[config.mk]
export PLATFORM = sky130hd
export DESIGN_NAME = codec_init_sequencer_flat
export DESIGN_NICKNAME = d
export VERILOG_FILES = /design/src/rtl/codec_cfg_pkg.sv /design/src/rtl/codec_init_sequencer_if.sv /design/src/rtl/delay_counter.sv /design/src/rtl/codec_init_sequencer.sv /design/src/flat_wrapper.sv
export SDC_FILE = /design/constraint.sdc
export NUM_CORES = 1
export LEC_CHECK = 0
export CAP_MARGIN = 15
export CELL_PAD_IN_SITES_DETAIL_PLACEMENT = 1
export CELL_PAD_IN_SITES_GLOBAL_PLACEMENT = 1
export CORE_UTILIZATION = 47
export CTS_CLUSTER_DIAMETER = 120
export DETAILED_ROUTE_END_ITERATION = 16
export PLACE_DENSITY = 0.88
export SLEW_MARGIN = 30
export SYNTH_ARGS = -nofsm -noshare
export SYNTH_HDL_FRONTEND = slang
export SYNTH_HIERARCHICAL = 1
export SYNTH_SLANG_ARGS = --single-unit
[constraint.sdc]
create_clock -name clk_clk -period 5.4 [get_ports clk_clk]
set_input_delay 1.35 -clock clk_clk [delete_from_list [all_inputs] [get_ports clk_clk]]
set_output_delay 1.35 -clock clk_clk [all_outputs]
set_load 0.01 [all_outputs]
[src/rtl/codec_cfg_pkg.sv]
`default_nettype none
// ============================================================================
// codec_cfg_pkg : shared types, register map and init table of the codec
//                 configuration sequencer.
// Revision      : 1.0
// ============================================================================
package codec_cfg_pkg;

  typedef enum logic [2:0] {
    IDLE      = 3'd0,
    WAIT_PWR  = 3'd1,
    ISSUE     = 3'd2,
    WAIT_RESP = 3'd3,
    GAP       = 3'd4,
    DONE      = 3'd5,
    FAIL      = 3'd6
  } state_e;

  localparam int unsigned ADDR_W   = 7;
  localparam int unsigned DATA_W   = 9;
  localparam int unsigned CMD_W    = ADDR_W + DATA_W;
  localparam int unsigned NUM_CMDS = 11;
  localparam int unsigned IDX_W    = 4;

  localparam logic [IDX_W-1:0] LAST_IDX = IDX_W'(NUM_CMDS - 1);

  localparam logic [ADDR_W-1:0] REG_LIN    = 7'h00;
  localparam logic [ADDR_W-1:0] REG_RIN    = 7'h01;
  localparam logic [ADDR_W-1:0] REG_LHP    = 7'h02;
  localparam logic [ADDR_W-1:0] REG_RHP    = 7'h03;
  localparam logic [ADDR_W-1:0] REG_APATH  = 7'h04;
  localparam logic [ADDR_W-1:0] REG_DPATH  = 7'h05;
  localparam logic [ADDR_W-1:0] REG_POWER  = 7'h06;
  localparam logic [ADDR_W-1:0] REG_IFACE  = 7'h07;
  localparam logic [ADDR_W-1:0] REG_SRATE  = 7'h08;
  localparam logic [ADDR_W-1:0] REG_ACTIVE = 7'h09;
  localparam logic [ADDR_W-1:0] REG_RESET  = 7'h0F;

  function automatic logic [CMD_W-1:0] cmd_word(input logic [ADDR_W-1:0] addr,
                                                input logic [DATA_W-1:0] data);
    cmd_word = {addr, data};
  endfunction

  // Entry 0 must stay the codec soft reset: it is followed by a power-up wait.
  function automatic logic [CMD_W-1:0] init_word(input logic [IDX_W-1:0] idx);
    case (idx)
      4'd0:    init_word = cmd_word(REG_RESET,  9'h000);
      4'd1:    init_word = cmd_word(REG_POWER,  9'h000);
      4'd2:    init_word = cmd_word(REG_LIN,    9'h017);
      4'd3:    init_word = cmd_word(REG_RIN,    9'h017);
      4'd4:    init_word = cmd_word(REG_LHP,    9'h079);
      4'd5:    init_word = cmd_word(REG_RHP,    9'h079);
      4'd6:    init_word = cmd_word(REG_APATH,  9'h012);
      4'd7:    init_word = cmd_word(REG_DPATH,  9'h000);
      4'd8:    init_word = cmd_word(REG_IFACE,  9'h04A);
      4'd9:    init_word = cmd_word(REG_SRATE,  9'h000);
      4'd10:   init_word = cmd_word(REG_ACTIVE, 9'h001);
      default: init_word = '0;
    endcase
  endfunction

endpackage
`default_nettype wire

[src/rtl/codec_init_sequencer_if.sv]
`default_nettype none
// ============================================================================
// codec_init_sequencer_if : command/response link between the init sequencer
//                           (master) and the serial config engine (slave).
// Revision                : 1.0
// ============================================================================
interface codec_init_sequencer_if;
  logic                           cmd_valid;
  logic                           cmd_ready;
  logic [codec_cfg_pkg::CMD_W-1:0] cmd_data;
  logic                           resp_valid;
  logic                           resp_nack;

  modport master (
    output cmd_valid,
    output cmd_data,
    input  cmd_ready,
    input  resp_valid,
    input  resp_nack
  );

  modport slave (
    input  cmd_valid,
    input  cmd_data,
    output cmd_ready,
    output resp_valid,
    output resp_nack
  );
endinterface
`default_nettype wire

[src/rtl/delay_counter.sv]
`default_nettype none
// ============================================================================
// delay_counter : loadable down-counter; expired_o is high during the last
//                 counted cycle, after which the counter idles.
// Revision      : 1.0
// ============================================================================
module delay_counter #(
  parameter int unsigned WIDTH = 8
) (
  input  wire             clk_i,
  input  wire             rst_ni,
  input  wire             load_i,
  input  wire [WIDTH-1:0] value_i,
  output logic            running_o,
  output logic            expired_o
);

  logic [WIDTH-1:0] count_q;
  logic             run_q;

  always_ff @(posedge clk_i or negedge rst_ni) begin
    if (!rst_ni) begin
      count_q <= '0;
      run_q   <= 1'b0;
    end else if (load_i) begin
      count_q <= value_i;
      run_q   <= 1'b1;
    end else if (run_q) begin
      if (expired_o) begin
        count_q <= '0;
        run_q   <= 1'b0;
      end else begin
        count_q <= count_q - WIDTH'(1);
      end
    end
  end

  assign running_o = run_q;
  assign expired_o = run_q && (count_q <= WIDTH'(1));

endmodule
`default_nettype wire

[src/rtl/codec_init_sequencer.sv]
`default_nettype none
// ============================================================================
// codec_init_sequencer : walks the codec init table, one handshaked write per
//                        entry, with NACK retry, settle gaps and status flags.
// Revision             : 1.0
// ============================================================================
module codec_init_sequencer
  import codec_cfg_pkg::*;
#(
  parameter int unsigned CLK_HZ         = 50_000_000,
  parameter int unsigned POWERUP_CYCLES = CLK_HZ / 100,
  parameter int unsigned GAP_CYCLES     = CLK_HZ / 10_000,
  parameter int unsigned MAX_RETRY      = 3
) (
  input  wire                    clk_clk,
  input  wire                    reset_reset_n,
  input  wire                    start,
  codec_init_sequencer_if.master cmd_if,
  output logic                   busy,
  output logic                   done,
  output logic                   error,
  output logic [IDX_W-1:0]       cmd_index
);

  localparam int unsigned MAX_DLY = (POWERUP_CYCLES > GAP_CYCLES) ? POWERUP_CYCLES : GAP_CYCLES;
  localparam int unsigned CNT_W   = $clog2(MAX_DLY) + 1;
  localparam int unsigned RETRY_W = (MAX_RETRY > 0) ? $clog2(MAX_RETRY + 1) : 1;

  localparam logic [CNT_W-1:0]   PWR_LOAD  = CNT_W'(POWERUP_CYCLES);
  localparam logic [CNT_W-1:0]   GAP_LOAD  = CNT_W'(GAP_CYCLES);
  localparam logic [RETRY_W-1:0] RETRY_MAX = RETRY_W'(MAX_RETRY);

  state_e             state_q;
  logic               cmd_valid_q;
  logic [CMD_W-1:0]   cmd_data_q;
  logic [IDX_W-1:0]   cmd_index_q;
  logic [RETRY_W-1:0] retry_q;
  logic               busy_q;
  logic               done_q;
  logic               error_q;

  logic               dly_load;
  logic [CNT_W-1:0]   dly_value;
  logic               dly_running;
  logic               dly_expired;

  // The counter arms itself in the first cycle of a waiting state, which also
  // covers the post-reset power-up wait without a dedicated reset path.
  always_comb begin
    dly_load  = 1'b0;
    dly_value = PWR_LOAD;
    if (!dly_running && (state_q == WAIT_PWR || state_q == GAP)) begin
      dly_load  = 1'b1;
      dly_value = (state_q == GAP) ? GAP_LOAD : PWR_LOAD;
    end
  end

  delay_counter #(
    .WIDTH (CNT_W)
  ) u_delay (
    .clk_i     (clk_clk),
    .rst_ni    (reset_reset_n),
    .load_i    (dly_load),
    .value_i   (dly_value),
    .running_o (dly_running),
    .expired_o (dly_expired)
  );

  always_ff @(posedge clk_clk or negedge reset_reset_n) begin
    if (!reset_reset_n) begin
      state_q     <= WAIT_PWR;
      cmd_valid_q <= 1'b0;
      cmd_data_q  <= '0;
      cmd_index_q <= '0;
      retry_q     <= '0;
      busy_q      <= 1'b1;
      done_q      <= 1'b0;
      error_q     <= 1'b0;
    end else begin
      unique case (state_q)
        IDLE: state_q <= WAIT_PWR;

        WAIT_PWR, GAP: begin
          if (dly_expired) begin
            state_q     <= ISSUE;
            cmd_valid_q <= 1'b1;
            cmd_data_q  <= init_word(cmd_index_q);
          end
        end

        ISSUE: begin
          if (cmd_valid_q && cmd_if.cmd_ready) begin
            cmd_valid_q <= 1'b0;
            state_q     <= WAIT_RESP;
          end
        end

        WAIT_RESP: begin
          if (cmd_if.resp_valid) begin
            if (!cmd_if.resp_nack) begin
              if (cmd_index_q == LAST_IDX) begin
                state_q <= DONE;
                done_q  <= 1'b1;
                busy_q  <= 1'b0;
              end else begin
                cmd_index_q <= cmd_index_q + 4'd1;
                retry_q     <= '0;
                // The codec needs a full power-up settle after its soft reset.
                state_q     <= (cmd_index_q == 4'd0) ? WAIT_PWR : GAP;
              end
            end else if (retry_q < RETRY_MAX) begin
              retry_q <= retry_q + RETRY_W'(1);
              state_q <= GAP;
            end else begin
              state_q <= FAIL;
              error_q <= 1'b1;
              busy_q  <= 1'b0;
            end
          end
        end

        DONE, FAIL: begin
          if (start) begin
            state_q     <= IDLE;
            busy_q      <= 1'b1;
            done_q      <= 1'b0;
            error_q     <= 1'b0;
            cmd_index_q <= '0;
            retry_q     <= '0;
          end
        end

        default: state_q <= WAIT_PWR;
      endcase
    end
  end

  assign cmd_if.cmd_valid = cmd_valid_q;
  assign cmd_if.cmd_data  = cmd_data_q;
  assign busy             = busy_q;
  assign done             = done_q;
  assign error            = error_q;
  assign cmd_index        = cmd_index_q;

endmodule
`default_nettype wire

[src/flat_wrapper.sv]
// flat-port wrapper written by rule: the top's interface ports become plain ports
module codec_init_sequencer_flat import codec_cfg_pkg::*;
#(
  parameter int unsigned CLK_HZ         = 50_000_000,
  parameter int unsigned POWERUP_CYCLES = CLK_HZ / 100,
  parameter int unsigned GAP_CYCLES     = CLK_HZ / 10_000,
  parameter int unsigned MAX_RETRY      = 3
)
  (clk_clk, reset_reset_n, start, busy, done, error, cmd_index, cmd_if_cmd_valid, cmd_if_cmd_data, cmd_if_cmd_ready, cmd_if_resp_valid, cmd_if_resp_nack);
  codec_init_sequencer_if cmd_if_i ();
  input  wire clk_clk;
  input  wire reset_reset_n;
  input  wire start;
  output logic busy;
  output logic done;
  output logic error;
  output logic [IDX_W-1:0] cmd_index;
  output wire logic [$bits(cmd_if_i.cmd_valid)-1:0] cmd_if_cmd_valid;
  output wire logic [$bits(cmd_if_i.cmd_data)-1:0] cmd_if_cmd_data;
  input wire logic [$bits(cmd_if_i.cmd_ready)-1:0] cmd_if_cmd_ready;
  input wire logic [$bits(cmd_if_i.resp_valid)-1:0] cmd_if_resp_valid;
  input wire logic [$bits(cmd_if_i.resp_nack)-1:0] cmd_if_resp_nack;
  assign cmd_if_cmd_valid = cmd_if_i.cmd_valid;
  assign cmd_if_cmd_data = cmd_if_i.cmd_data;
  assign cmd_if_i.cmd_ready = cmd_if_cmd_ready;
  assign cmd_if_i.resp_valid = cmd_if_resp_valid;
  assign cmd_if_i.resp_nack = cmd_if_resp_nack;
  codec_init_sequencer #(.CLK_HZ(CLK_HZ), .POWERUP_CYCLES(POWERUP_CYCLES), .GAP_CYCLES(GAP_CYCLES), .MAX_RETRY(MAX_RETRY)) u_core (.clk_clk(clk_clk), .reset_reset_n(reset_reset_n), .start(start), .cmd_if(cmd_if_i), .busy(busy), .done(done), .error(error), .cmd_index(cmd_index));
endmodule
# Word-level counts from Yosys, hierarchy flattened
# Memories as Yosys holds them, arrays and structs flattened. A register that Yosys moved wholly into a read port is not among the register bits.
# Cells that the tools add are included.
# op_classes
bitwise,0
eq_ne,20
muxes,47
shift,0
reduce_logical,20
order_cmp,2
div,0
add_sub_neg,3
mul,0
# op_table
cell,n
$mux 20,4
$reduce_and 5->1,5
$mux 3,7
$le 20x1->1 const B,1
$sub 20x1->20 const B,1
$mux 19,1
$mux 1,18
$mux 4,4
$mux 2,6
$ne 2x2->1 const B,6
$pmux 3 s4,1
$eq 3x3->1 const B,3
$pmux 1 s2,4
$pmux 4 s2,1
$eq 3x2->1 const B,2
$ne 2x1->1 const B,3
$ne 3x2->1 const B,2
$ne 3x3->1 const B,2
$reduce_bool 2->1,3
$add 4x1->4 const B,1
$eq 4x4->1 const B,1
$logic_not 4->1,1
$pmux 2 s2,1
$reduce_and 4->1,1
other kinds (9),13
# totals
wordCells,103
mem_bits_rw,0
input_bits,6
reg_bits,50
mem_count,1
rom_bits,176
latchBits,0
# memory_table
name,words,word_bits,read_ports,rd_ports_with_merged_regs,write_ports,line,text
(name not given),16,11,1,1,0,codec_cfg_pkg.sv:46,case (idx)

# Depth between registers and ports, before layout
# Gate-level depths: netlist (run 1).
# depth
ltp_word,6
ltp_mapped,12
depth_no_buf,9

# By module
# Netlist (run 1), hierarchy kept.
# by_module_without_submodules
module,cells_per_inst,area_per_inst_um2,n_inst,seq_area_each_um2
codec_init_sequencer,163,1501.4,1,578.1
delay_counter,160,1348.8,1,525.5

# Worst setup path after synthesis (run 1)
# OpenSTA, ideal clock, no wires.
# synth_timing
path_type,reg-to-reg
from,register u_core.u_delay.count_q[13]
to,register u_core.cmd_data_q[10] (netlist: u_core/cmd_if.cmd_data[10])
path_buffers,1
stages_incl_launch_ff,9
period_less_slack_ns,2.501
setup_slack_ns,2.899
arrival_ns,2.374
cell_sequence,dfrtp_1 -> or4_4 -> nor4_4 -> nand2_2 -> buf_6 -> nor2_1 -> nand2b_1 -> nor2_2 -> mux2_1
# synth_between
elab_chain_len,3
# synth_rtl
element,line,text
from (decl),delay_counter.sv:18,logic [WIDTH-1:0] count_q;
from (signal assigned),delay_counter.sv:26,count_q <= value_i;
from (signal assigned),delay_counter.sv:33,count_q <= count_q - WIDTH'(1);
$le 20x1->1,delay_counter.sv:39,assign expired_o = run_q && (count_q <= WIDTH'(1));
$logic_and 1x1->1,delay_counter.sv:39,
named net u_core.dly_expired,codec_init_sequencer.sv:45,logic dly_expired;
$reduce_and 2->1 (no source line),--,
to (decl),codec_init_sequencer.sv:35,logic [CMD_W-1:0] cmd_data_q;
# The timed path passes the listed nets, and every way through them passes these cells.
# A chain may end at the register's enable or synchronous reset.

# Worst setup path after layout (run 1)
# layout_timing
from,register u_core.u_delay.count_q[13]
to,register u_core.cmd_data_q[9] (netlist: u_core/cmd_if.cmd_data[9])
# The elaborated chain is that of the path after synthesis.

==> results of run 1 <==
## stage by stage
stage,util,hold slack (ns),instance area [µm²],total power [mW]
after floorplan,-,0.483,2900,0.506
after global placement,0.545,0.458,3090,0.546
after detailed placement,0.545,0.468,3100,0.553
after CTS,0.565,0.489,3210,0.815
after global routing,0.565,0.505,3210,0.854
final,0.565,0.482,3210,0.813
## cell families after synthesis
| kind of cell | after synthesis |
|---|---|
| buffers and inverters | 39 |
| other | 2 |
| muxes | 9 |
| DFF | 44 |
| xor gates and xnor gates | 3 |
| adders and majority gates | 11 |
| and+or+nand+nor | 118 |
| AOI/OAI and AO/OA | 97 |
## metal layers
metal | track usage | up-vias | routed length, µm
met5 | 0 | - | 0
met1 | 0.345 | 1303 | 3570
met4 | 0.0571 | 0 | 59
li1 | - | 1196 | -
met2 | 0.409 | 54 | 3480
met3 | 0.0503 | 8 | 247
## layout by cell type, fill, tap and decap left out, types with 6 or more instances in the layout
cell | netlist | routed
nor2_1 | 17 | 17
clkdlybuf4s50_1 | 0 | 23
nand3_1 | 12 | 12
a21oi_1 | 18 | 18
ha_1 | 11 | 11
nand2_1 | 39 | 39
inv_1 | 13 | 13
conb_1 | 2 | 15
mux2i_1 | 6 | 6
dfrtp_1 | 42 | 42
o21ai_0 | 17 | 17
a31oi_1 | 9 | 9
## sequential cells by signal, indices dropped and copies added, names as in the netlist
| name | count |
|---|---|
| u_core/cmd_index | 4 |
| u_core/error | 1 |
| u_core/cmd_if.cmd_valid | 1 |
| u_core/u_delay/count_q | 20 |
| u_core/retry_q | 2 |
| u_core/done | 1 |
| u_core/u_delay/running_o | 1 |
| u_core/cmd_if.cmd_data | 10 |
| u_core/state_q | 3 |
| u_core/busy | 1 |
## power breakdown
part / internal, mW / switching [mW] / total [mW] / leakage [nW]
sequential: 0.366 / 0.0494 / 0.415 / 0.560
clock: 0.137 / 0.124 / 0.261 / 0.0541
combinational: 0.0571 / 0.0793 / 0.136 / 0.699
total: 0.560 / 0.253 / 0.813 / 1.31
## cells in the mapped netlist, types with 4 or more instances
master,n
nand3_1,12
o31ai_1,4
or3_1,4
mux2i_1,6
clkbuf_1,9
o21ai_0,17
nand2_1,39
or4_1,4
nor2_1,17
a2bb2oi_1,4
nor2b_1,5
o21ai_1,4
nand2b_1,5
inv_1,13
nor3b_1,5
a22oi_1,5
a31oi_1,9
ha_1,11
dfrtp_1,42
nor3_1,6
nor4_1,4
buf_2,7
a21oi_1,18
buf_4,7
o21a_1,4
## area by class of cell
type,instances,area (µm²)
clock buffer,5,68.8
clock inverter,3,42.5
fill,672,2470
inverter,14,52.6
multi-input combinational,253,1600
sequential,44,1100
tap,72,90.1
timing repair buffer,25,245
## worst paths after layout
| kind | cells after the start | end | slack, ns |
|---|---|---|---|
| worst max register to register | 8 | u_core/cmd_if.cmd_data[9]$_DFFE_PN0P_ | 2.33 |
| worst min register to register | 2 | u_core/cmd_if.cmd_data[2]$_DFFE_PN0P_ | 0.48 |
| min in group asynchronous | 1 | u_core/cmd_if.cmd_data[1]$_DFFE_PN0P_ | 1.02 |
| worst min-delay path | 2 | u_core/cmd_if.cmd_data[2]$_DFFE_PN0P_ | 0.48 |
| max in group asynchronous | 1 | u_core/u_delay/count_q[1]$_DFFE_PN0P_ | 3.98 |
| worst max-delay path | 8 | u_core/cmd_if.cmd_data[9]$_DFFE_PN0P_ | 2.33 |
## critical path, stage by stage, from the launching register on
cell and delay (ns):
dfrtp_1 0.44, or4_4 0.57, nor4_4 0.45, nand2_2 0.31, nor2_1 0.30, nand2b_1 0.19
nor2_2 0.33, o221ai_1 0.22, o21a_1 0.15
==> reports/qor.log, run 1 <==
[outcome] outcome completed
[global_routing] GRT Residual Overflow 0
[floorplanning] total die area 6380 µm²
[synth] Cells after Synth 323
[drt] drt wl/cell 17.7 µm
[worst_setup_path] CP required 5.61 ns
[drt] WL final 7.36 mm
[synth] Top FF cell, synth dfrtp_1
[clocking] clock net sink count 44
[synth] post-synth top area share 0.369
[power] power density relative to cell area 254 nW/µm²
[clocking] H-tree levels 2
[clocking] clock root buffer clkbuf_8
[placement] count of port buffers added during placement 24
[placement] placed wire-length estimate 5.13 mm
[timing] share of the clock period used by the worst path 0.568
[clocking] TritonCTS clock tree done
[placement] instance count after placement with tap cells included 408
[floorplanning] effective utilization at floorplan 0.502
[drt] Detail Route Antenna Nets 0
[finish] antenna fix cells 0
[worst_setup_path] Critical Path End Type flip-flop
[synth] distinct cell type count of the synthesized netlist 68
[synth] largest family of logic cells by synthesized area compound AO/OA/AOI/OAI gates
[clocking] Clock transition at path regs 0.09 ns
[worst_setup_path] Crit Path Class reg -> reg
[timing] achievable frequency 326 MHz
[worst_setup_path] arrival time of data at the critical path endpoint 3.28 ns
[synth] compound-cell area share of the yosys netlist 0.232
[global_routing] global-route wire length before repair 12.6 mm
[synth] area share of fa/ha/maj cells after synthesis 0.0483
[synth] summed instance area of the synthesized netlist 2850 µm²
[timing] minimum clock period after layout 3.07 ns
[global_routing] vias in the first global route 2,529
[synth] Seq cells post-synth 44
[clocking] clock insertion delay at the later pin of the skew report 0.31 ns
[global_routing] all-layer global routing usage 0.252
[global_routing] pin count of the biggest net entering global routing 45
[synth] cell type contributing the most total cell area after synthesis dfrtp_1
[synth] xor and xnor fraction of the mapped netlist area 0.00922
[synth] Post-Synthesis Mean Instance Area 8.82 µm²
[timing] worst clock skew on the final layout 0.00997 ns
[worst_setup_path] highest fanout seen on the critical path 11
[floorplanning] core area 5680 µm²
[synth] warning count from the yosys run 17
[floorplanning] floorplan die height 79.9 µm
[clocking] maximum buffer depth of the clock tree 2
[finish] final standard cell count with taps included and fillers excluded 416
[timing] number of endpoints failing setup at the final stage 0
[synth] proportion of synthesized area in mux cells 0.0342
[worst_setup_path] startpoint of the most critical register-to-register path u_core/u_delay/count_q[13]$_DFFE_PN0P_
[placement] final estimated routing congestion in global placement 0.890
[timing] Final Slew Violations 0
[clocking] number of instances resized during post-cts repair 0
[synth] top area cells in the synthesized netlist dfrtp_1, nand2_1, ha_1
[power] Peak supply drop 0.000153 V
[finish] post-synthesis to final-layout area growth 12.5%
[drt] drt via density 6.16
[synth] share of synthesized cell area in and, or, nand and nor gates 0.218
[drt] starting DRC count in detailed routing 162
[global_routing] number of antenna violations at the first check in global routing 0
[timing] hold violation count in the final report 0
[worst_hold_path] worst min-delay path class reg -> reg
[floorplanning] top-level I/O count 30
[synth] sequential share of the synthesized area 0.387
[worst_setup_path] Critical Path Start u_core/u_delay/count_q[13]$_DFFE_PN0P_
[floorplanning] FP Rows 27
[drt] drc violations 0
[power] leakage power of the design 1.31 nW
[placement] worst-case setup slack after placement 2.43 ns
[timing] Least-Margin Pin Slew 0.894 ns
[worst_setup_path] startpoint type of the worst setup path flip-flop
[synth] EDFF count, synth 0
[clocking] number of buffers created by CTS 5
[floorplanning] DIE WIDTH 79.9 µm
[timing] tightest slew margin relative to the limit 0.401
[timing] sum of negative setup slack 0 ns
[finish] Post-layout nets 360
[flow_run] number of max-cap violations 0
[finish] share of final-layout standard cells stronger than drive strength 1 0.0698
[clocking] postcts setup bufs 0
[drt] TritonRoute pass-1 iters 4
[timing] post-layout worst setup margin 2.33 ns
[timing] unrepaired setup endpoints after global routing no
[clocking] hold bufs inserted after CTS 0
[worst_hold_path] start point of the worst hold path u_core/cmd_if.cmd_data[2]$_DFFE_PN0P_
[drt] total vias in the final route 2,561
[synth] share of synthesized flip-flops with an asynchronous set or reset 1.00
No activity file was read; power rests on OpenSTA's default activity.
==> run 2, diff against run 1 <==
- CORE_UTILIZATION: 47 -> 39
- PLACE_DENSITY: 0.88 -> 0.78
- clock period: 5.4 -> 2.52 ns (I/O delays scaled with it)
==> reports/qor.log, run 2 (same netlist as run 1, synthesis figures left out) <==
[drt] drc violations 0 [unchanged]
[finish] final std cell area, no fill 3340 µm² [was 3210 µm²]
[placement] count of port buffers added during placement 24 [unchanged]
[timing] number of endpoints failing setup at the final stage 0 [unchanged]
[global_routing] global-route wire length before repair 12.8 mm [was 12.6 mm]
[timing] worst slack on hold paths 0.306 ns [was 0.482 ns]
[drt] Detail Route Antenna Nets 0 [unchanged]
[worst_hold_path] worst min-delay path class in -> async [was reg -> reg]
[timing] hold violation count in the final report 0 [unchanged]
[timing] share of the clock period used by the worst path 0.908 [was 0.568]
[finish] final standard cell count with taps included and fillers excluded 452 [was 416]
[worst_setup_path] Crit-path slowest cell or4_4 [unchanged]
[timing] Least-Margin Pin Slew 0.551 ns [was 0.894 ns]
[clocking] Clock transition at path regs 0.09 ns [about the same]
[finish] leading cell types in the layout, fill and taps excluded dfrtp_1, nand2_1, clkdlybuf4s50_1, a21oi_1, o21ai_0 [was dfrtp_1, nand2_1, clkdlybuf4s50_1, a21oi_1]
[flow_run] number of max-cap violations 0 [unchanged]
[worst_setup_path] Critical Path Start u_core/u_delay/count_q[13]$_DFFE_PN0P_ [unchanged]
[power] power density relative to cell area 521 nW/µm² [was 254 nW/µm²]
[worst_setup_path] Critical Path End Type flip-flop [unchanged]
[timing] sum of negative setup slack 0 ns [unchanged]
[clocking] number of buffers created by CTS 5 [unchanged]
[worst_setup_path] Crit Path Class reg -> reg [unchanged]
[global_routing] all-layer global routing usage 0.214 [was 0.252]
[global_routing] number of antenna violations at the first check in global routing 0 [unchanged]
[timing] unrepaired setup endpoints after global routing no [unchanged]
[timing] Final Slew Violations 0 [unchanged]
[finish] most flop-heavy register u_core/u_delay/count_q [unchanged]
[clocking] TritonCTS clock tree done [unchanged]
[finish] post-synthesis to final-layout area growth 17.3% [was 12.5%]
[timing] minimum clock period after layout 2.29 ns [was 3.07 ns]
[worst_setup_path] CP required 2.70 ns [was 5.61 ns]
[finish] Post-layout nets 372 [was 360]
[power] leakage power of the design 1.38 nW [was 1.31 nW]
[floorplanning] FP Rows 30 [was 27]
[clocking] clock root buffer clkbuf_8 [unchanged]
[clocking] number of instances resized during post-cts repair 0 [unchanged]
[floorplanning] total die area 7650 µm² [was 6380 µm²]
[drt] total vias in the final route 2,539 [was 2,561]
[drt] drt via density 5.62 [was 6.16]
[placement] final estimated routing congestion in global placement 0.852 [was 0.890]
[clocking] H-tree levels 2 [unchanged]
[timing] worst clock skew on the final layout 0.00689 ns [was 0.00997 ns]
[clocking] hold bufs inserted after CTS 0 [unchanged]
[finish] Largest register FFs 20 [unchanged]
[floorplanning] floorplan die height 87.5 µm [was 79.9 µm]
[clocking] maximum buffer depth of the clock tree 2 [unchanged]
[worst_setup_path] delay of the slowest critical-path stage 0.56 ns [was 0.57 ns]
[timing] tightest slew margin relative to the limit 0.633 [was 0.401]
[clocking] postcts setup bufs 0 [unchanged]
[drt] starting DRC count in detailed routing 135 [was 162]
[floorplanning] DIE WIDTH 87.5 µm [was 79.9 µm]
[timing] achievable frequency 437 MHz [was 326 MHz]
[floorplanning] effective utilization at floorplan 0.410 [was 0.502]
[clocking] clock net sink count 44 [unchanged]
[worst_setup_path] highest fanout seen on the critical path 8 [was 11]
[finish] antenna fix cells 0 [unchanged]
[placement] instance count after placement with tap cells included 444 [was 408]
[worst_setup_path] startpoint type of the worst setup path flip-flop [unchanged]
[global_routing] vias in the first global route 2,593 [was 2,529]
[floorplanning] top-level I/O count 30 [unchanged]
[clocking] clock insertion delay at the later pin of the skew report 0.30 ns [was 0.31 ns]
[worst_setup_path] startpoint of the most critical register-to-register path u_core/u_delay/count_q[13]$_DFFE_PN0P_ [unchanged]
[finish] Fill cells 834 [was 672]
[worst_setup_path] arrival time of data at the critical path endpoint 2.47 ns [was 3.28 ns]
[outcome] outcome completed [unchanged]
[drt] TritonRoute pass-1 iters 4 [unchanged]
[floorplanning] core area 6940 µm² [was 5680 µm²]
[placement] dpl cell area 3230 µm² [was 3100 µm²]
[finish] most common library cell in the layout ignoring fill and taps dfrtp_1 [unchanged]
[finish] share of final-layout standard cells stronger than drive strength 1 0.104 [was 0.0698]
[placement] placed wire-length estimate 5.45 mm [was 5.13 mm]
[drt] WL final 7.44 mm [was 7.36 mm]
[worst_setup_path] ordered cell list for the critical path or4_4 > nor4_4 > nand2_2 > nor2_2 > nand2b_1 > nor2_4 > mux2_1 [was or4_4 > nor4_4 > nand2_2 > nor2_1 > nand2b_1 > nor2_2 > o221ai_1 > o21a_1]
[global_routing] pin count of the biggest net entering global routing 24 [was 45]
[power] total power consumption of the routed design 1.74 mW [was 813 µW]
[global_routing] GRT Residual Overflow 0 [unchanged]
[drt] drt wl/cell 16.5 µm [was 17.7 µm]
[power] Peak supply drop 0.000336 V [was 0.000153 V]
## run 2: cell count changes in the layout (fill, tap and decap cells not counted), sizes merged
cell,before,now
buf,2,14
clkbuf,5,6
clkinvlp,1,0
## run 2: power by group
group          switching, mW  total, mW  internal, mW
sequential             0.106      0.890         0.784
combinational          0.170      0.305         0.135
clock                  0.251      0.546         0.295
## run 2: cell type report
class / count / area, µm² / area share
clock buffers: 6 / 72.6 / 0.0217
clock inverters: 2 / 35.0 / 0.0105
inverters: 14 / 52.6 / 0.0157
multi-input cells: 253 / 1610 / 0.483
flip-flops and latches: 44 / 1100 / 0.330
well taps: 96 / 120 / 0.0359
repair buffers: 37 / 345 / 0.103
## run 2: routing by layer
layer,GRT usage,vias to the layer above,part of all wire
li1,-,1219,-
met5,0,-,0
met4,0.0551,0,0.011
met3,0.0284,8,0.025
met2,0.382,42,0.50
met1,0.272,1270,0.47
## run 2: through the flow
step                worst slack [ns]   util
global route                  0.0588  0.481
global placement               0.222  0.465
finish                         0.231  0.481
detailed placement             0.133  0.465
CTS                            0.115  0.480
floorplan                     0.0185      -
## run 2: critical path, delay by kind of cell, from the launching register on
kind	cells	cell delay, ns
AND/OR/NAND/NOR	6	1.41
flip-flops	1	0.43
multiplexers	1	0.34
## run 2: worst paths after layout
path	end	slack (ns)	cells after the start
min	u_core/done$_DFFE_PN0P_	0.31	1
max	u_core/cmd_if.cmd_data[10]$_DFFE_PN0P_	0.23	7
max in group asynchronous	u_core/state_q[0]$_DFFE_PN1P_	1.62	2
min reg2reg	u_core/busy$_DFFE_PN1P_	0.48	2
min in group clk_clk	u_core/busy$_DFFE_PN1P_	0.48	2
max reg2reg	u_core/cmd_if.cmd_data[10]$_DFFE_PN0P_	0.23	7
